<file path="config.mk">
export PLATFORM = sky130hd
export DESIGN_NAME = fifo_sync_lookahead
export DESIGN_NICKNAME = d
export VERILOG_FILES = /design/src/rtl/fifo_pkg.sv /design/src/rtl/fifo_lookahead_ctrl.sv /design/src/rtl/fifo_sync_lookahead.sv
export SDC_FILE = /design/constraint.sdc
export NUM_CORES = 1
export LEC_CHECK = 0
export CAP_MARGIN = 30
export CORE_AREA = 2 2 118 120
export CTS_CLUSTER_DIAMETER = 40
export DETAILED_ROUTE_END_ITERATION = 7
export DIE_AREA = 0 0 120 122
export PLACE_DENSITY_LB_ADDON = 0.2
export RECOVER_POWER = 50
export SLEW_MARGIN = 20
export SYNTH_ARGS = -nofsm -noshare
export SYNTH_HDL_FRONTEND = slang
export SYNTH_SLANG_ARGS = --single-unit
</file>
<file path="constraint.sdc">
create_clock -name clk -period 2.7 [get_ports clk]
set_clock_uncertainty 0.2 [all_clocks]
set_input_delay 0.54 -clock clk [delete_from_list [all_inputs] [get_ports clk]]
set_output_delay 0.54 -clock clk [all_outputs]
set_load 0.02 [all_outputs]
</file>
<file path="src/rtl/fifo_pkg.sv">
// Shared helpers for the lookahead FIFO: count width, parameter legality and
// the decoded per-cycle operation.
package fifo_pkg;

  function automatic int fifo_cnt_w(int depth);
    return $clog2(depth) + 1;
  endfunction

  function automatic bit fifo_params_ok(int width, int depth, int afull, int aempty);
    return (width >= 1) && (depth >= 4) && ((depth & (depth - 1)) == 0) &&
           (afull >= 1) && (afull <= depth) &&
           (aempty >= 0) && (aempty <= depth - 1);
  endfunction

  // Encoding is {accepted write, accepted pop}
  typedef enum logic [1:0] {
    OP_IDLE = 2'b00,
    OP_POP  = 2'b01,
    OP_PUSH = 2'b10,
    OP_BOTH = 2'b11
  } fifo_op_e;

endpackage

</file>
<file path="src/rtl/fifo_lookahead_ctrl.sv">
// Pointer, occupancy, flag and sticky-error control for fifo_sync_lookahead.
module fifo_lookahead_ctrl
  import fifo_pkg::*;
#(
  parameter int DEPTH         = 16,
  parameter int AFULL_THRESH  = DEPTH - 2,
  parameter int AEMPTY_THRESH = 2,
  localparam int AW = $clog2(DEPTH),
  localparam int CW = fifo_cnt_w(DEPTH)
) (
  input  logic          clk,
  input  logic          rst,
  input  logic          shift_in_i,
  input  logic          shift_out_i,
  input  logic          clear_errors_i,
  output logic          wr_en_o,
  output logic [AW-1:0] wr_ptr_o,
  output logic [AW-1:0] rd_ptr_o,
  output logic [CW-1:0] count_o,
  output logic          full_o,
  output logic          almost_full_o,
  output logic          empty_o,
  output logic          almost_empty_o,
  output logic          overflow_o,
  output logic          underflow_o
);

  logic [AW-1:0] wr_ptr_q, wr_ptr_d;
  logic [AW-1:0] rd_ptr_q, rd_ptr_d;
  logic [CW-1:0] count_q, count_d;
  logic          full_q, full_d;
  logic          afull_q, afull_d;
  logic          empty_q, empty_d;
  logic          aempty_q, aempty_d;
  logic          ovf_q, ovf_d;
  logic          udf_q, udf_d;
  logic          wr_acc, rd_acc;
  fifo_op_e      op;

  always_comb begin
    wr_acc   = shift_in_i & ~full_q;
    rd_acc   = shift_out_i & ~empty_q;
    op       = fifo_op_e'({wr_acc, rd_acc});
    wr_ptr_d = wr_ptr_q;
    rd_ptr_d = rd_ptr_q;
    count_d  = count_q;
    unique case (op)
      OP_IDLE: ;
      OP_PUSH: begin
        wr_ptr_d = wr_ptr_q + AW'(1);
        count_d  = count_q + CW'(1);
      end
      OP_POP: begin
        rd_ptr_d = rd_ptr_q + AW'(1);
        count_d  = count_q - CW'(1);
      end
      OP_BOTH: begin
        wr_ptr_d = wr_ptr_q + AW'(1);
        rd_ptr_d = rd_ptr_q + AW'(1);
      end
    endcase

    // Flags come from count_d so they settle on the same edge as count.
    full_d   = (count_d == CW'(DEPTH));
    empty_d  = (count_d == '0);
    afull_d  = (count_d >= CW'(AFULL_THRESH));
    aempty_d = (count_d <= CW'(AEMPTY_THRESH));

    // A new error on the clearing edge wins over the clear.
    ovf_d = (shift_in_i & full_q) | (ovf_q & ~clear_errors_i);
    udf_d = (shift_out_i & empty_q) | (udf_q & ~clear_errors_i);
  end

  always_ff @(posedge clk or posedge rst) begin
    if (rst) begin
      wr_ptr_q <= '0;
      rd_ptr_q <= '0;
      count_q  <= '0;
      full_q   <= 1'b0;
      afull_q  <= 1'b0;
      empty_q  <= 1'b1;
      aempty_q <= 1'b1;
      ovf_q    <= 1'b0;
      udf_q    <= 1'b0;
    end else begin
      wr_ptr_q <= wr_ptr_d;
      rd_ptr_q <= rd_ptr_d;
      count_q  <= count_d;
      full_q   <= full_d;
      afull_q  <= afull_d;
      empty_q  <= empty_d;
      aempty_q <= aempty_d;
      ovf_q    <= ovf_d;
      udf_q    <= udf_d;
    end
  end

  assign wr_en_o        = wr_acc;
  assign wr_ptr_o       = wr_ptr_q;
  assign rd_ptr_o       = rd_ptr_q;
  assign count_o        = count_q;
  assign full_o         = full_q;
  assign almost_full_o  = afull_q;
  assign empty_o        = empty_q;
  assign almost_empty_o = aempty_q;
  assign overflow_o     = ovf_q;
  assign underflow_o    = udf_q;

endmodule

</file>
<file path="src/rtl/fifo_sync_lookahead.sv">
// Synchronous FWFT FIFO exposing the head word and the word behind it.
module fifo_sync_lookahead
  import fifo_pkg::*;
#(
  parameter int WIDTH         = 8,
  parameter int DEPTH         = 16,
  parameter int AFULL_THRESH  = DEPTH - 2,
  parameter int AEMPTY_THRESH = 2,
  localparam int AW = $clog2(DEPTH),
  localparam int CW = fifo_cnt_w(DEPTH)
) (
  input  logic             clk,
  input  logic             rst,
  input  logic             shift_in,
  input  logic [WIDTH-1:0] data_in,
  output logic             full,
  output logic             almost_full,
  input  logic             shift_out,
  output logic [WIDTH-1:0] data,
  output logic [WIDTH-1:0] data_next,
  output logic             empty,
  output logic             almost_empty,
  output logic [CW-1:0]    count,
  output logic             overflow,
  output logic             underflow,
  input  logic             clear_errors
);

  if (!fifo_params_ok(WIDTH, DEPTH, AFULL_THRESH, AEMPTY_THRESH)) begin : g_param_check
    $fatal(1, "fifo_sync_lookahead: illegal WIDTH/DEPTH/threshold parameters");
  end

  logic [WIDTH-1:0] mem [DEPTH];
  logic             wr_en;
  logic [AW-1:0]    wr_ptr;
  logic [AW-1:0]    rd_ptr;
  logic [AW-1:0]    rd_ptr_nxt;

  fifo_lookahead_ctrl #(
    .DEPTH         (DEPTH),
    .AFULL_THRESH  (AFULL_THRESH),
    .AEMPTY_THRESH (AEMPTY_THRESH)
  ) u_ctrl (
    .clk            (clk),
    .rst            (rst),
    .shift_in_i     (shift_in),
    .shift_out_i    (shift_out),
    .clear_errors_i (clear_errors),
    .wr_en_o        (wr_en),
    .wr_ptr_o       (wr_ptr),
    .rd_ptr_o       (rd_ptr),
    .count_o        (count),
    .full_o         (full),
    .almost_full_o  (almost_full),
    .empty_o        (empty),
    .almost_empty_o (almost_empty),
    .overflow_o     (overflow),
    .underflow_o    (underflow)
  );

  always_ff @(posedge clk) begin
    if (wr_en) begin
      mem[wr_ptr] <= data_in;
    end
  end

  // Outputs depend only on registered pointers/count, never on the strobes.
  always_comb begin
    rd_ptr_nxt = rd_ptr + AW'(1);
    data       = empty ? '0 : mem[rd_ptr];
    data_next  = (count >= CW'(2)) ? mem[rd_ptr_nxt] : '0;
  end

endmodule

</file>
# Yosys cells after proc, flatten, opt, wreduce, memory -nomap -nowiden
# Memories as Yosys holds them, arrays and structs flattened.
# Index checks and enable logic that the tools add are counted.
# word_totals
reg_bits,19
ram_bits,128
inputBits,13
out_inout_bits,27
word_cells,40
mem_count,1
# op_classes
addsub,4
order_cmp,3
eq_ne,4
n_mux,5
bitwise_logic,11
n_reduce_logical,3
# memory_table
memory,words,word_bits,read_ports,rd_ports_with_merged_regs,wr,line,rtl
mem,16,8,2,0,1,fifo_sync_lookahead.sv:33,logic [WIDTH-1:0] mem [DEPTH];
# op_table
op,count
$mux 8,2
$pmux 5 s2,1
$add 4x1->4 const B,2
$and 1x1->1,6
$add 5x1->5 const B,1
$eq 5x5->1 const B,1
$ge 5x2->1 const B,1
$ge 5x4->1 const B,1
$le 5x2->1 const B,1
$logic_not 5->1,1
$sub 5x1->5 const B,1
$eq 2x2->1 const B,2
$reduce_or 2->1,2
$not 1->1,3
$eq 2x1->1 const B,1
$mux 1,2
$or 1x1->1,2

# Depth between registers and ports, before layout
# Gate-level depths: netlist of the first run.
# depth
word_depth,5
depth_mapped,11
mapped_depth_nobuf,10

# By module
# Synthesis of the first run repeated with hierarchy kept, for this count alone.
# hier_totals
hier_cells,378
area_unflattened_um2,7051.8
# by_module_without_submodules
module,n_inst,cells_each,area_each_um2
fifo_sync_lookahead,1,292,6073.3
fifo_lookahead_ctrl,1,86,978.4

# Least setup slack after synthesis of the first run
# No wires, ideal clock.
# synth_timing
path_type,register -> output
startpoint,register u_ctrl.rd_ptr_q[0] (netlist: u_ctrl.rd_ptr_o[0])
endpoint,output data_next[6]
arrival_time_ns,2.148
setup_slack_ns,-0.188
path_stages_with_launch,8
path_buffers,3
path_cell_list,dfrtp_1 ha_1 clkbuf_1 buf_2 buf_2 mux4_2 mux2i_1 a211oi_1
# synth_via
elab_chain_len,3
# synth_lines
element,line,rtl
"start, declared",fifo_lookahead_ctrl.sv:29,"logic [AW-1:0] rd_ptr_q, rd_ptr_d;"
"start signal, assigned",fifo_lookahead_ctrl.sv:87,rd_ptr_q <= rd_ptr_d;
$add 4x1->4,fifo_sync_lookahead.sv:69,rd_ptr_nxt = rd_ptr + AW'(1);
named net rd_ptr_nxt[1],fifo_sync_lookahead.sv:37,logic [AW-1:0] rd_ptr_nxt;
$mem_v2 16x8,-,
$mux 8,fifo_sync_lookahead.sv:71,data_next = (count >= CW'(2)) ? mem[rd_ptr_nxt] : '0;
"end, declared",fifo_sync_lookahead.sv:20,"output logic [WIDTH-1:0] data_next,"
# The timed path passes the listed nets, and every way through them passes these cells.

# Worst setup path after layout of the first run
# layout_timing
startpoint,register u_ctrl.rd_ptr_q[1] (netlist: u_ctrl.rd_ptr_o[1])
endpoint,output data[1]
# layout_via
elab_chain_len,2
# layout_lines
element,line,rtl
$mem_v2 16x8,-,
$mux 8,fifo_sync_lookahead.sv:70,data = empty ? '0 : mem[rd_ptr];
"end, declared",fifo_sync_lookahead.sv:19,"output logic [WIDTH-1:0] data,"
# No other way between the ends.

==> metrics.cfg, run 1 <==
[cells_and_area]
nNetsFinal=534
drive_gt1_share_pct=50.7
syn_to_final_growth_pct=32.5
diodes=0
fin_area_sq_mm=0.00932

[sta]
rsz0062_at_grt=true
hold_viol=0
fin_crit_ns=3.34
slew_headroom_pct=50.7
fin_ws_ns=-0.638
fmax_mhz=300
worst_pin_slew_ns=0.739
setup_viol=21
fin_crit_sh_pct=124
slew_viol_final=0

[floorplanning]
num_io_pins=40
rows=43
die_height_um=122
dieArea_sq_mm=0.0146
die_x_um=120
core_sq_mm=0.0135
initial_core_util_pct=52.1

[global_routing]
grt_pass1_wl_um=25900
grtUsageMet1_pct=33.5
grt_max_degree=20
grt_overflow=0
grt_pass1_vias=4379
gr-usage-met2_pct=40.4
grt.busiest_layer=met2
antenna_found_initial=0
grt_util_met3_pct=7.16
grt_use_total_pct=25.3

[cts]
clockRootBuffer=clkbuf_16
cts_buffer_depth=2
path_clk_slew_ns=0.07
clock_latency_ns=0.43
cts_tree=yes
cts.sinks=147
cts_hold_buf=0
cts_made_buffers=17
htreeDepth=4

[placed_design]
postPlaceCellArea_sq_mm=0.00830
place.gp.congestion=0.881
pre_cts_ws_ns=-0.595
io_buffer_count=39
hpwl_um=11800

[yosys]
ys_warn_count=0
synth.most_common_cell=edfxtp_1
synth_cells=377
synth_seq_cells=147
synth-async-reset-ratio_pct=12.9
yosysTopAreaCell=edfxtp_1
synthFlopType=edfxtp_1
synth_edf_count=128
syn_area_sq_mm=0.00703
synth_seq_area_share_pct=61.5
synth_fp_nets=397
synth.top_cells.by_area=edfxtp_1 55%, mux4_2 23%, dfrtp_1 6.0%
syn_area_per_cell_sq_um=18.7
synth_cell_types=43
netlist_top_cells_count=128 x edfxtp_1, 72 x mux4_2, 17 x dfrtp_1, 16 x a211oi_1, 16 x nor2_1
synth_top_area_share_pct=54.7

[run]
max_cap_violations=0

[routing]
totalWireLength_um=17500
drt_iter0_markers=421
vias=4328
dr.pass1.iters=5
remaining_drc_errors=0
ant_nets=0
via_per_inst=6.12
wl_per_cell_um=24.8

[pwr]
leakage_nw=3.32
power.density_mw_per_mm2=1430
irDropWorstVdd_v=0.000577

[hold_path]
holdCritPathClass=reg2reg

[setup_path]
worst-setup-path-type=reg2out
cp-end-kind=output port
crit_path_start_kind=register
crit_fanout=7
arrival_ns=2.60
required_ns=1.96

[outcome]
violations=negative setup slack
status=complete, but fails checks

==> power breakdown <==
part | leakage (nW) | internal, mW | switching (mW)
sequential | 1.38 | 2.83 | 0.277
combinational | 1.65 | 4.27 | 3.64
clock | 0.286 | 1.31 | 1.01
total | 3.32 | 8.41 | 4.93
==> flip-flops by register name, summed over array words and instances, names as in the netlist <==
name,cells
mem,128
u_ctrl.almost_empty_o,1
u_ctrl.almost_full_o,1
u_ctrl.count_o,5
u_ctrl.empty_o,1
u_ctrl.full_o,1
u_ctrl.overflow_o,1
u_ctrl.rd_ptr_o,4
u_ctrl.underflow_o,1
u_ctrl.wr_ptr_o,4
==> cell families after synthesis <==
group	after synthesis	synth area share (%)
flops	147	61.5
mux	82	24.5
buf+inv	33	2.58
compound gates	31	3.20
xor+xnor	14	1.96
simple gates	63	5.05
fa+ha+maj	7	1.25
==> routing by layer <==
metal | vias up | share of wire, %
met1 | 2246 | 39
met5 | - | 0
met4 | 0 | 2.3
met3 | 31 | 8.0
li1 | 1827 | -
met2 | 224 | 50
==> worst max-delay path, stage by stage (launching register included) <==
cell	delay, ns
dfrtp_4	0.56
buf_12	0.17
buf_6	0.09
mux4_2	0.48
mux4_2	0.52
and2b_1	0.21
buf_6	0.13
==> stage by stage <==
step | hold slack [ns] | power (mW) | instances | setup TNS (ns) | util, %
final | 0.343 | 13.3 | 707 | -9.15 | 69.0
after global routing | 0.385 | 13.9 | 707 | -10.98 | 69.0
after CTS | 0.347 | 12.9 | 702 | -8.94 | 67.9
after detailed placement | 0.324 | 9.85 | 658 | -9.63 | 61.4
after global placement | 0.314 | 9.76 | 658 | -9.17 | 61.4
after floorplan | 0.290 | 6.99 | 377 | 0 | -
==> what timing repair did <==
item / in CTS / in global routing
buffers inserted: 11 / 7
resized for setup: 123 / 28
cloned: 2 / 1
endpoints found under the setup margin: 17 / 20
pin swaps: 10 / 13
==> placed cells by master, fill, tap and decap left out, drive strengths merged, types with 2 or more instances in the layout <==
cell type and n:
nor2b 9, a21oi 3, clkbuf 20, dlygate4sd3 11
inv 19, nand3 2, clkdlybuf4s50 12, nand2b 3
xor2 6, nor3b 3, mux2i 9, clkinv 2
dfrtp 17, o21ai 5, ha 7, edfxtp 128
nor2 16, mux4 72, a211oi 16, and2b 8
nand2 11, buf 117, dfstp 2, xnor2 8
nor3 6
==> cell type report <==
cell class | instances | area [sq um]
Sequential cell | 147 | 4330
Multi-Input combinational cell | 197 | 2730
Clock inverter | 15 | 159
Tap cell | 180 | 225
Timing Repair Buffer | 143 | 1410
Inverter | 8 | 37.5
Clock buffer | 17 | 425
Fill cell | 853 | 4190
==> path summary, 6_finish.rpt <==
check | startpoint | endpoint | slack, ns | cells past startpoint
max | u_ctrl.rd_ptr_o[1]$_DFFE_PP0P_ | data[1] | -0.64 | 6
min | u_ctrl.overflow_o$_DFF_PP0_ | u_ctrl.overflow_o$_DFF_PP0_ | 0.34 | 2
max reg2reg | u_ctrl.empty_o$_DFF_PP1_ | u_ctrl.almost_empty_o$_DFF_PP1_ | 0.18 | 9
min reg2reg | u_ctrl.overflow_o$_DFF_PP0_ | u_ctrl.overflow_o$_DFF_PP0_ | 0.34 | 2
max in group asynchronous | rst | u_ctrl.rd_ptr_o[0]$_DFFE_PP0P_ | 1.29 | 2
min in group asynchronous | rst | u_ctrl.almost_full_o$_DFF_PP0_ | 0.47 | 2
Power figures use the tool's default switching activity.
==> run 2: changes to the inputs <==
- PLACE_DENSITY: default -> 0.73
- PLACE_DENSITY_LB_ADDON: 0.2 -> default
==> run 2 against run 1 <==
The flow still finishes with violations (negative setup slack). Sequential power down 1%. Power is 0.75% higher. Highest routed layer unchanged. Global-route usage increased by 2.1 points. Via count is 1.7% higher. First-iteration DRC count rose by 23%. Critical path depth grew 2. Wire length grew 6.8%. Clock-buffer cell count grew 3. Cell count fell by 0.99%. Sequential share of layout area shrank 0.16 points. Design area rose by 0.28%. Non-clock buffer count fell by 7.
==> metrics.cfg, run 2 (synthesis results as in run 1) <==
[outcome]
status=complete, but fails checks
violations=negative setup slack

[pwr]
swShare_pct=36.3  ; -0.64 points
p_sw_mw=4.88  ; -1.0%
power.density_mw_per_mm2=1440  ; +0.47%
total_power_mw=13.4  ; +0.75%
pwr-share-seq_pct=22.8  ; -0.5 points
irDropWorstVdd_v=0.000765  ; +33%
leakage_nw=3.31  ; -0.42%
clock_power_share_pct=17.6  ; +0.2 points
p_int_mw=8.56  ; +1.8%
pwr-share-comb_pct=59.5  ; +0.2 points

[sta]
fin_crit_ns=3.23  ; -0.107 ns
setup-tns-final_ns=-7.92  ; +1.23 ns
rsz0062_at_grt=true
hold_viol=0  ; unchanged
slew_viol_final=0  ; unchanged
worst_pin_slew_ns=0.782  ; +0.0434 ns
slew_headroom_pct=47.8  ; -2.9 points
fin_crit_sh_pct=120  ; -4.0 points
setup_viol=17  ; -19%
fin_ws_ns=-0.530  ; +0.107 ns
fmax_mhz=310  ; +3.3%
whs_ns=0.333  ; -0.0100 ns

[setup_path]
crit_path_start_kind=register
required_ns=1.96  ; about the same
critPathMostFrequentCell=buf_4
worstPathCellList=buf_4 -> ha_4 -> buf_12 -> buf_4 -> mux4_2 -> a211oi_2 -> a211oi_2 -> buf_4
worst-setup-path-type=reg2out
arrival_ns=2.49  ; -0.11 ns
cp-end-kind=output port
crit_fanout=6  ; -1
cp_num_cells=8  ; +2
r2r_start=u_ctrl.empty_o$_DFF_PP1_
reg2reg_slack_ns=0.18  ; about the same
max_stage_delay_ns=0.45  ; -0.11 ns
r2r_cells=10  ; +1
slowest_stage=dfrtp_2
critPathBufInv=4  ; +1
crit_family=buffers and inverters
r2r_end=u_ctrl.full_o$_DFF_PP0_

[floorplanning]
dieArea_sq_mm=0.0146  ; unchanged
num_io_pins=40  ; unchanged
initial_core_util_pct=52.1  ; unchanged
die_x_um=120  ; unchanged
rows=43  ; unchanged
die_height_um=122  ; unchanged
core_sq_mm=0.0135  ; unchanged

[placed_design]
placed_cells=647  ; -1.7%
io_buffer_count=39  ; unchanged
hpwl_um=11500  ; -2.6%
pre_cts_ws_ns=-0.524  ; +0.0714 ns
place.gp.congestion=0.828  ; -5.9%
postPlaceCellArea_sq_mm=0.00825  ; -0.60%

[cells_and_area]
drive_gt1_share_pct=49.8  ; -0.86 points
fin_area_sq_mm=0.00934  ; +0.28%
nNetsFinal=527  ; -1.3%
top_register=mem
largest_register_ffs=128  ; unchanged
utilization_pct=69.2  ; +0.19 points
diodes=0  ; unchanged
final_common_cell=edfxtp_1
syn_to_final_growth_pct=32.8
instances_no_fill=700  ; -0.99%
final_cell_mix=128 x edfxtp_1, 76 x buf_4, 72 x mux4_2

[hold_path]
min_path_cells=2  ; unchanged
min_to=u_ctrl.underflow_o$_DFF_PP0_
hp-start=u_ctrl.underflow_o$_DFF_PP0_
holdCritPathClass=reg2reg

[cts]
path_clk_slew_ns=0.06  ; about the same
cts_made_buffers=17  ; unchanged
cts_hold_buf=0  ; unchanged
cts.sinks=147  ; unchanged
clock_latency_ns=0.42  ; about the same
cts_buffer_depth=2  ; unchanged
htreeDepth=4  ; unchanged
cts_tree=yes
clockRootBuffer=clkbuf_16

[routing]
remaining_drc_errors=0  ; unchanged
drt_iter0_markers=517  ; +23%
ant_nets=0  ; unchanged
totalWireLength_um=18700  ; +6.8%
via_per_inst=6.29  ; +2.7%
vias=4401  ; +1.7%
dr.pass1.iters=5  ; unchanged
wl_per_cell_um=26.7  ; +7.9%

[run]
max_cap_violations=0  ; unchanged

[global_routing]
antenna_found_initial=0  ; unchanged
grt_max_degree=20  ; unchanged
grt_pass1_wl_um=27900  ; +7.7%
grt_use_total_pct=27.3  ; +2.1 points
grt_overflow=0  ; unchanged
grt_pass1_vias=4646  ; +6.1%

## run 2: cell count changes in the layout (fill, tap and decap cells not counted), moves of 3 or more
cell      change
buf_16        +8
inv_6         -7
buf_4         -5
buf_6         -4
buf_8         -4
clkbuf_1      +4
clkinv_2      +3
inv_8         -3
mux2i_1       -3
mux2i_2       +3
## run 2: layout make-up
type,count,area [sq um]
tap,180,225
clock buffer,20,437
clock inverter,12,158
inverter,8,36.3
timing repair buffer,136,1430
sequential,147,4330
fill,844,4160
multi-input combinational,197,2730
## run 2: how the worst max path moves through the flow
| stage | from | end | slack (ns) |
|---|---|---|---|
| finish | u_ctrl.rd_ptr_o[1]$_DFFE_PP0P_ | data_next[6] | -0.53 |
| global route | u_ctrl.rd_ptr_o[1]$_DFFE_PP0P_ | data[3] | -0.57 |
| CTS | u_ctrl.rd_ptr_o[1]$_DFFE_PP0P_ | data[3] | -0.51 |
| detailed placement | shift_in | u_ctrl.almost_empty_o$_DFF_PP1_ | -0.52 |
| global placement | shift_in | u_ctrl.almost_empty_o$_DFF_PP1_ | -0.48 |
| floorplan | u_ctrl.rd_ptr_o[0]$_DFFE_PP0P_ | data_next[6] | 0.02 |
## run 2: power groups by stage
stage	clock (mW)	combinational [mW]	sequential, mW
final	2.37	8.00	3.07
after global routing	2.50	8.36	3.10
after CTS	2.40	7.73	3.05
after detailed placement	0	6.47	3.09
after global placement	0	6.39	3.06
after floorplan	0	3.90	3.08
## run 2: timing repair
action | CTS | global route
cloned | 9 | 0
endpoints found under the hold margin | 0 | 0
setup endpoints to repair | 18 | 19
buffers inserted | 8 | 4
resized for setup | 129 | 13
pin swaps | 13 | 13
## run 2: worst register-to-register path, stage by stage, from the launching register on
cell and delay [ns]:
dfstp_2 0.52, nand2b_1 0.20, inv_6 0.05, buf_4 0.14, ha_1 0.21, buf_4 0.16
a21oi_2 0.17, xnor2_2 0.15, nor4bb_1 0.28, o31ai_1 0.15, nor3b_1 0.20
## run 2: layer usage
metal  part of all wire, %  GRT usage, %  wire (um)  vias to the layer above
li1                      -             -          -                     1816
met1                    37          33.5       6870                     2299
met2                    52          45.7       9700                      243
met3                   8.5          8.29       1600                       43
met4                   2.8          11.3        529                        0
met5                     0             0          0                        -
